`src/rtl/alu_share_if.sv`:
```
// alu_share_if - bundle of every signal between the shared-ALU controller and
// its environment (two requesters, the shared ALU and the response consumer).
//
// Signal groups:
//   req0_*/req1_*  valid/ready request channels: operands a, b and opcode sel
//   alu_*          operands/opcode to the shared ALU, combinational result back
//   rsp_*          valid/ready response channel: id, result, error flag
//
// Modports:
//   master  the controller side (drives ready pulses, ALU inputs, responses)
//   slave   the environment side (requesters, ALU and response consumer)
interface alu_share_if #(
   parameter int DATA_W = 8,
   parameter int RES_W  = 13,
   parameter int SEL_W  = 4
);
   logic              req0_valid;
   logic [DATA_W-1:0] req0_a;
   logic [DATA_W-1:0] req0_b;
   logic [SEL_W-1:0]  req0_sel;
   logic              req0_ready;

   logic              req1_valid;
   logic [DATA_W-1:0] req1_a;
   logic [DATA_W-1:0] req1_b;
   logic [SEL_W-1:0]  req1_sel;
   logic              req1_ready;

   logic [DATA_W-1:0] alu_a;
   logic [DATA_W-1:0] alu_b;
   logic [SEL_W-1:0]  alu_sel;
   logic [RES_W-1:0]  alu_result;

   logic              rsp_valid;
   logic              rsp_ready;
   logic              rsp_id;
   logic [RES_W-1:0]  rsp_result;
   logic              rsp_err;

   modport master (
      input  req0_valid, req0_a, req0_b, req0_sel,
      input  req1_valid, req1_a, req1_b, req1_sel,
      input  alu_result, rsp_ready,
      output req0_ready, req1_ready,
      output alu_a, alu_b, alu_sel,
      output rsp_valid, rsp_id, rsp_result, rsp_err
   );

   modport slave (
      output req0_valid, req0_a, req0_b, req0_sel,
      output req1_valid, req1_a, req1_b, req1_sel,
      output alu_result, rsp_ready,
      input  req0_ready, req1_ready,
      input  alu_a, alu_b, alu_sel,
      input  rsp_valid, rsp_id, rsp_result, rsp_err
   );
endinterface

```
`src/rtl/alu_share_ctrl.sv`:
```
// alu_share_ctrl - shares one 8-bit ALU between two requesters.
//
// A round-robin arbiter picks a requester while idle, latches its operands
// and opcode into the registers that drive the shared ALU, captures the
// 13-bit ALU result one cycle later and offers it on a backpressured
// response channel tagged with the requester id. Divide/modulo by zero
// replaces the result with 0 and raises rsp_err.
//
// Ports:
//   clk   rising-edge clock
//   rst   asynchronous, active-high reset
//   bus   alu_share_if.master: request, ALU and response channels
//   busy  high whenever the controller is not idle
//
// Timing: grant (reqN_ready pulse) in cycle T, ALU evaluated in T+1,
// response valid from T+2 until accepted; at most one op per 3 cycles.
module alu_share_ctrl #(
   parameter int DATA_W = 8,
   parameter int RES_W  = 13,
   parameter int SEL_W  = 4
) (
   input  logic        clk,
   input  logic        rst,
   alu_share_if.master bus,
   output logic        busy
);

   localparam logic [SEL_W-1:0] OP_DIV = SEL_W'(3);
   localparam logic [SEL_W-1:0] OP_MOD = SEL_W'(4);

   typedef enum logic [1:0] {
      IDLE,
      EXEC,
      RESP
   } state_t;

   state_t state;
   logic   last_grant;  // id of the most recent grant; the other side wins a tie
   logic   op_id;       // id of the op currently in flight
   logic   grant0;
   logic   grant1;
   logic   div_err;

   // The ready pulse must coincide with the cycle in which the operands are
   // sampled, so the grant is decoded combinationally from the current state
   // and valids rather than registered a cycle early.
   always_comb begin
      // NOTE: every signal assigned in always_comb gets a default first so no
      // path leaves it unassigned, which would otherwise infer a latch.
      grant0 = 1'b0;
      grant1 = 1'b0;
      if (!rst && state == IDLE) begin
         grant0 = bus.req0_valid && (!bus.req1_valid || last_grant);
         grant1 = bus.req1_valid && (!bus.req0_valid || !last_grant);
      end
   end

   assign bus.req0_ready = grant0;
   assign bus.req1_ready = grant1;

   // The ALU input registers double as the op registers, so the error test
   // looks at exactly what the ALU is evaluating this cycle.
   assign div_err = (bus.alu_sel == OP_DIV || bus.alu_sel == OP_MOD) &&
                    (bus.alu_b == {DATA_W{1'b0}});

   // NOTE: sequential state uses non-blocking assignments so every register
   // samples pre-edge values regardless of statement order.
   always_ff @(posedge clk or posedge rst) begin
      if (rst) begin
         state          <= IDLE;
         last_grant     <= 1'b1;
         op_id          <= 1'b0;
         bus.alu_a      <= '0;
         bus.alu_b      <= '0;
         bus.alu_sel    <= '0;
         bus.rsp_valid  <= 1'b0;
         bus.rsp_id     <= 1'b0;
         bus.rsp_result <= '0;
         bus.rsp_err    <= 1'b0;
         busy           <= 1'b0;
      end else begin
         case (state)
            IDLE: begin
               if (grant0 || grant1) begin
                  op_id       <= grant1;
                  last_grant  <= grant1;
                  bus.alu_a   <= grant1 ? bus.req1_a   : bus.req0_a;
                  bus.alu_b   <= grant1 ? bus.req1_b   : bus.req0_b;
                  bus.alu_sel <= grant1 ? bus.req1_sel : bus.req0_sel;
                  busy        <= 1'b1;
                  state       <= EXEC;
               end
            end

            EXEC: begin
               bus.rsp_id     <= op_id;
               bus.rsp_err    <= div_err;
               bus.rsp_result <= div_err ? {RES_W{1'b0}} : bus.alu_result;
               bus.rsp_valid  <= 1'b1;
               state          <= RESP;
            end

            RESP: begin
               // Response fields simply hold until the consumer takes them.
               if (bus.rsp_ready) begin
                  bus.rsp_valid <= 1'b0;
                  busy          <= 1'b0;
                  state         <= IDLE;
               end
            end

            default: begin
               bus.rsp_valid <= 1'b0;
               busy          <= 1'b0;
               state         <= IDLE;
            end
         endcase
      end
   end

endmodule
```
`src/flat_wrapper.sv`:
```
// flat-port wrapper written by rule: the top's interface ports become plain ports
module alu_share_ctrl_flat 
#(
   parameter int DATA_W = 8,
   parameter int RES_W  = 13,
   parameter int SEL_W  = 4
)
  (clk, rst, busy, bus_req0_valid, bus_req0_a, bus_req0_b, bus_req0_sel, bus_req1_valid, bus_req1_a, bus_req1_b, bus_req1_sel, bus_alu_result, bus_rsp_ready, bus_req0_ready, bus_req1_ready, bus_alu_a, bus_alu_b, bus_alu_sel, bus_rsp_valid, bus_rsp_id, bus_rsp_result, bus_rsp_err);
  alu_share_if #(.DATA_W(DATA_W), .RES_W(RES_W), .SEL_W(SEL_W)) bus_i ();
  input  logic clk;
  input  logic rst;
  output logic busy;
  input wire logic [$bits(bus_i.req0_valid)-1:0] bus_req0_valid;
  input wire logic [$bits(bus_i.req0_a)-1:0] bus_req0_a;
  input wire logic [$bits(bus_i.req0_b)-1:0] bus_req0_b;
  input wire logic [$bits(bus_i.req0_sel)-1:0] bus_req0_sel;
  input wire logic [$bits(bus_i.req1_valid)-1:0] bus_req1_valid;
  input wire logic [$bits(bus_i.req1_a)-1:0] bus_req1_a;
  input wire logic [$bits(bus_i.req1_b)-1:0] bus_req1_b;
  input wire logic [$bits(bus_i.req1_sel)-1:0] bus_req1_sel;
  input wire logic [$bits(bus_i.alu_result)-1:0] bus_alu_result;
  input wire logic [$bits(bus_i.rsp_ready)-1:0] bus_rsp_ready;
  output wire logic [$bits(bus_i.req0_ready)-1:0] bus_req0_ready;
  output wire logic [$bits(bus_i.req1_ready)-1:0] bus_req1_ready;
  output wire logic [$bits(bus_i.alu_a)-1:0] bus_alu_a;
  output wire logic [$bits(bus_i.alu_b)-1:0] bus_alu_b;
  output wire logic [$bits(bus_i.alu_sel)-1:0] bus_alu_sel;
  output wire logic [$bits(bus_i.rsp_valid)-1:0] bus_rsp_valid;
  output wire logic [$bits(bus_i.rsp_id)-1:0] bus_rsp_id;
  output wire logic [$bits(bus_i.rsp_result)-1:0] bus_rsp_result;
  output wire logic [$bits(bus_i.rsp_err)-1:0] bus_rsp_err;
  assign bus_i.req0_valid = bus_req0_valid;
  assign bus_i.req0_a = bus_req0_a;
  assign bus_i.req0_b = bus_req0_b;
  assign bus_i.req0_sel = bus_req0_sel;
  assign bus_i.req1_valid = bus_req1_valid;
  assign bus_i.req1_a = bus_req1_a;
  assign bus_i.req1_b = bus_req1_b;
  assign bus_i.req1_sel = bus_req1_sel;
  assign bus_i.alu_result = bus_alu_result;
  assign bus_i.rsp_ready = bus_rsp_ready;
  assign bus_req0_ready = bus_i.req0_ready;
  assign bus_req1_ready = bus_i.req1_ready;
  assign bus_alu_a = bus_i.alu_a;
  assign bus_alu_b = bus_i.alu_b;
  assign bus_alu_sel = bus_i.alu_sel;
  assign bus_rsp_valid = bus_i.rsp_valid;
  assign bus_rsp_id = bus_i.rsp_id;
  assign bus_rsp_result = bus_i.rsp_result;
  assign bus_rsp_err = bus_i.rsp_err;
  alu_share_ctrl #(.DATA_W(DATA_W), .RES_W(RES_W), .SEL_W(SEL_W)) u_core (.clk(clk), .rst(rst), .bus(bus_i), .busy(busy));
endmodule
```
`config.mk`:
```
export PLATFORM = sky130hd
export DESIGN_NAME = alu_share_ctrl_flat
export DESIGN_NICKNAME = d
export VERILOG_FILES = /design/src/rtl/alu_share_if.sv /design/src/rtl/alu_share_ctrl.sv /design/src/flat_wrapper.sv
export SDC_FILE = /design/constraint.sdc
export NUM_CORES = 1
export LEC_CHECK = 0
export CAP_MARGIN = 20
export CORE_MARGIN = 8
export CORE_UTILIZATION = 40
export CTS_BUF_LIST = sky130_fd_sc_hd__clkbuf_16
export DETAILED_ROUTE_END_ITERATION = 8
export PLACE_DENSITY = 0.8
export SYNTH_ARGS = -nofsm -noshare
export SYNTH_HDL_FRONTEND = slang
export SYNTH_SLANG_ARGS = --single-unit
```
`constraint.sdc`:
```
create_clock -name clk -period 1.72 [get_ports clk]
set_input_delay 0.344 -clock clk [delete_from_list [all_inputs] [get_ports clk]]
set_output_delay 0.344 -clock clk [all_outputs]
set_load 0.02 [all_outputs]
```
==> flow_metrics.tcl <==
set metrics [dict create \
    status "complete, no violations" \
    p_sw_w 0.001874 \
    cts_made_buffers 5 \
    coreArea_um2 4723 \
    p_leak_nw 1.367 \
    die_w_um 85.81 \
    dr.first_iter.drc_count 93 \
    grt_max_degree 27 \
    path_clk_slew_ps 60 \
    crit_path_start_kind "flop" \
    yosysTopAreaCell "dfrtp_1" \
    dr.pass1.iters 4 \
    synthCells 196 \
    syn_nets 254 \
    row_count 25 \
    ys.warnings.count 0 \
    topRoutingLayerUsed "met4" \
    ir_drop_uv 762.9 \
    ys_top_cells_by_area "dfrtp_1, a31oi_1, mux2i_1, a21oi_1, nand3_1" \
    grt_overflow_total 0 \
    vias 1895 \
    tightest_slew_ps 327.4 \
    synth_cell_types 31 \
    hold_class "input port to async pin" \
    comb_power_share 0.454 \
    grt_use_total 0.1647 \
    seq_power_share 0.316 \
    numPortBuffers 96 \
    timing.final.crit_share 0.9598 \
    vias_per_cell 5.149 \
    drc_errors 0 \
    yosysMostFrequentCell "dfrtp_1" \
    synth_edf_count 0 \
    grt_pass1_vias 1964 \
    p_int_w 0.003412 \
    finalCriticalPeriod_ps 1651 \
    wl_per_cell_um 15.99 \
    antenna_found_initial 0 \
    rsz0062_at_grt "no" \
    met3_length_um 433 \
    required_ps 1380 \
    synth_common_cells "dfrtp_1, a21oi_1, a31oi_1" \
    clock_skew_ps 8.203 \
    htreeDepth 2 \
    clock-root-buffer "clkbuf_16" \
    cts.sinks 41 \
    swShare 0.3545 \
    netlist_area_um2 1949 \
    synth_top_cell_area_share 0.5135 \
    dieArea_um2 7363 \
    wl_met1_mm 2.558 \
    fmax_mhz 605.7 \
    cap_viol_max_count 0 \
    ant_nets 0 \
    grt_pass1_wl_mm 9.604 \
    ctsHoldBuffers 0 \
    gp_congestion 0.8031 \
    clk_latency_ps 280 \
    powerDensity_nw_per_um2 1637 \
    start_util 0.4127 \
    die_h_um 85.81 \
    drive_gt1_frac 0.1229 \
    routed_wl_mm 5.886 \
    wl_met2_mm 2.853 \
    clkPwrFrac 0.230 \
    async_reset_ff_frac 1.000 \
    avgSynthCellArea_um2 9.946 \
    dp_hpwl_mm 4.476 \
    ys_ff_latch 41 \
    criticalPathCategory "flop to output pin" \
    ys_seq_area_frac 0.5270 \
    cts_tree "done" \
    critPathCaptureType "output pin" \
    critPathMaxFanout 4 \
    nets 358 \
    p_total_w 0.005286 \
    diodes 0 \
    hold_violations 0 \
    syn2layout_area_growth_pct 65.66 \
    crit_arrival_ps 1310 \
    maxSlewHeadroom 0.7817 \
    setup_viol_count_final 0 \
    cts_buffer_depth 2 \
    drv_slew 0 \
    synthFlopType "dfrtp_1" \
    fin_tns_setup_ps 0 \
    io_pins 97 \
]
## worst max-delay path: stages, from the launching register on
cell	delay (ps)
dfrtp_1	380
or3_4	420
nor2_4	110
buf_6	120
## final timing paths
path                                       endpoint  cells past startpoint         startpoint  slack, ps
worst max-delay path                 bus_req1_ready                      3    u_core.state[1]         70
worst min-delay path                    u_core.busy                      4                rst        350
worst max register to register  u_core.bus.alu_a[5]                      5    u_core.state[1]        240
worst min register to register    u_core.bus.rsp_id                      2  u_core.bus.rsp_id        480
max in group asynchronous       u_core.bus.alu_b[5]                      4                rst       1060
min in group clk                  u_core.bus.rsp_id                      2  u_core.bus.rsp_id        480
## metrics by stage
stage	hold WS (ps)	instances	instance area (um2)	setup WS (ps)	utilization
after floorplan	406.9	196	1949	77.28	-
after global placement	458.5	359	3013	-540.9	0.6379
after detailed placement	464.8	359	3013	-519.1	0.6379
after CTS	355.5	368	3229	58.96	0.6837
after global routing	392.3	368	3229	3.486	0.6837
final	351.5	368	3229	69.12	0.6837
## repair_timing
item,in CTS,in global routing
endpoints found under the hold margin,0,0
resized for setup,19,0
setup buffers,1,0
setup endpoints to repair,2,0
## power by group through the flow
| stage | logic [W] | registers, W | clock network (W) |
|---|---|---|---|
| 2_1_floorplan | 0.000710 | 0.00216 | 0 |
| 5_1_grt | 0.00257 | 0.00173 | 0.00128 |
| 4_1_cts | 0.00243 | 0.00167 | 0.00123 |
| 3_5_place_dp | 0.00241 | 0.00168 | 0 |
| 3_3_place_gp | 0.00238 | 0.00166 | 0 |
| 6_report | 0.00240 | 0.00167 | 0.00122 |
## per-layer routing
layer  vias up  track usage
met5         -            0
met4         0      0.05414
met3         4      0.05540
met2        71       0.2715
met1       897       0.1962
li1        923            -
## state kept, by name, summed over array words and instances, names as in the netlist
register and flops:
u_core.last_grant 1, u_core.bus.rsp_id 1, u_core.state 2, u_core.bus.rsp_valid 1, u_core.bus.alu_b 8, u_core.bus.rsp_err 1, u_core.op_id 1, u_core.bus.alu_a 8
u_core.bus.alu_sel 4, u_core.busy 1, u_core.bus.rsp_result 13
## layout make-up
cell class / instances / area [um2]
clock inverters: 3 / 68.82
well taps: 67 / 83.83
multi-input cells: 134 / 809.5
repair buffers: 115 / 1104
flip-flops and latches: 41 / 1027
clock buffers: 5 / 125.1
fillers: 384 / 1494
inverters: 3 / 11.26
## placed cells by master (no fill, tap or decap), types with 3 or more instances in the layout
cell / Yosys / final
buf_4: 3 / 19
clkdlybuf4s50_1: 0 / 92
a21oi_1: 21 / 21
clkbuf_16: 0 / 5
o21ai_0: 18 / 17
o21ai_1: 5 / 6
a31oi_1: 21 / 21
nand2_1: 3 / 3
dfrtp_1: 40 / 40
nor2_1: 16 / 14
nand3_1: 20 / 20
mux2i_1: 13 / 13
## logic make-up (layout without fill, tap and decap cells)
family	Yosys count	after routing	share of synthesized area
AOI/OAI and AO/OA	72	72	0.2105
buffers and inverters	21	126	0.06547
and+or+nand+nor	49	49	0.1303
DFF	41	41	0.5270
muxes	13	13	0.06675
Note: power is estimated with default switching activity, not from simulation.
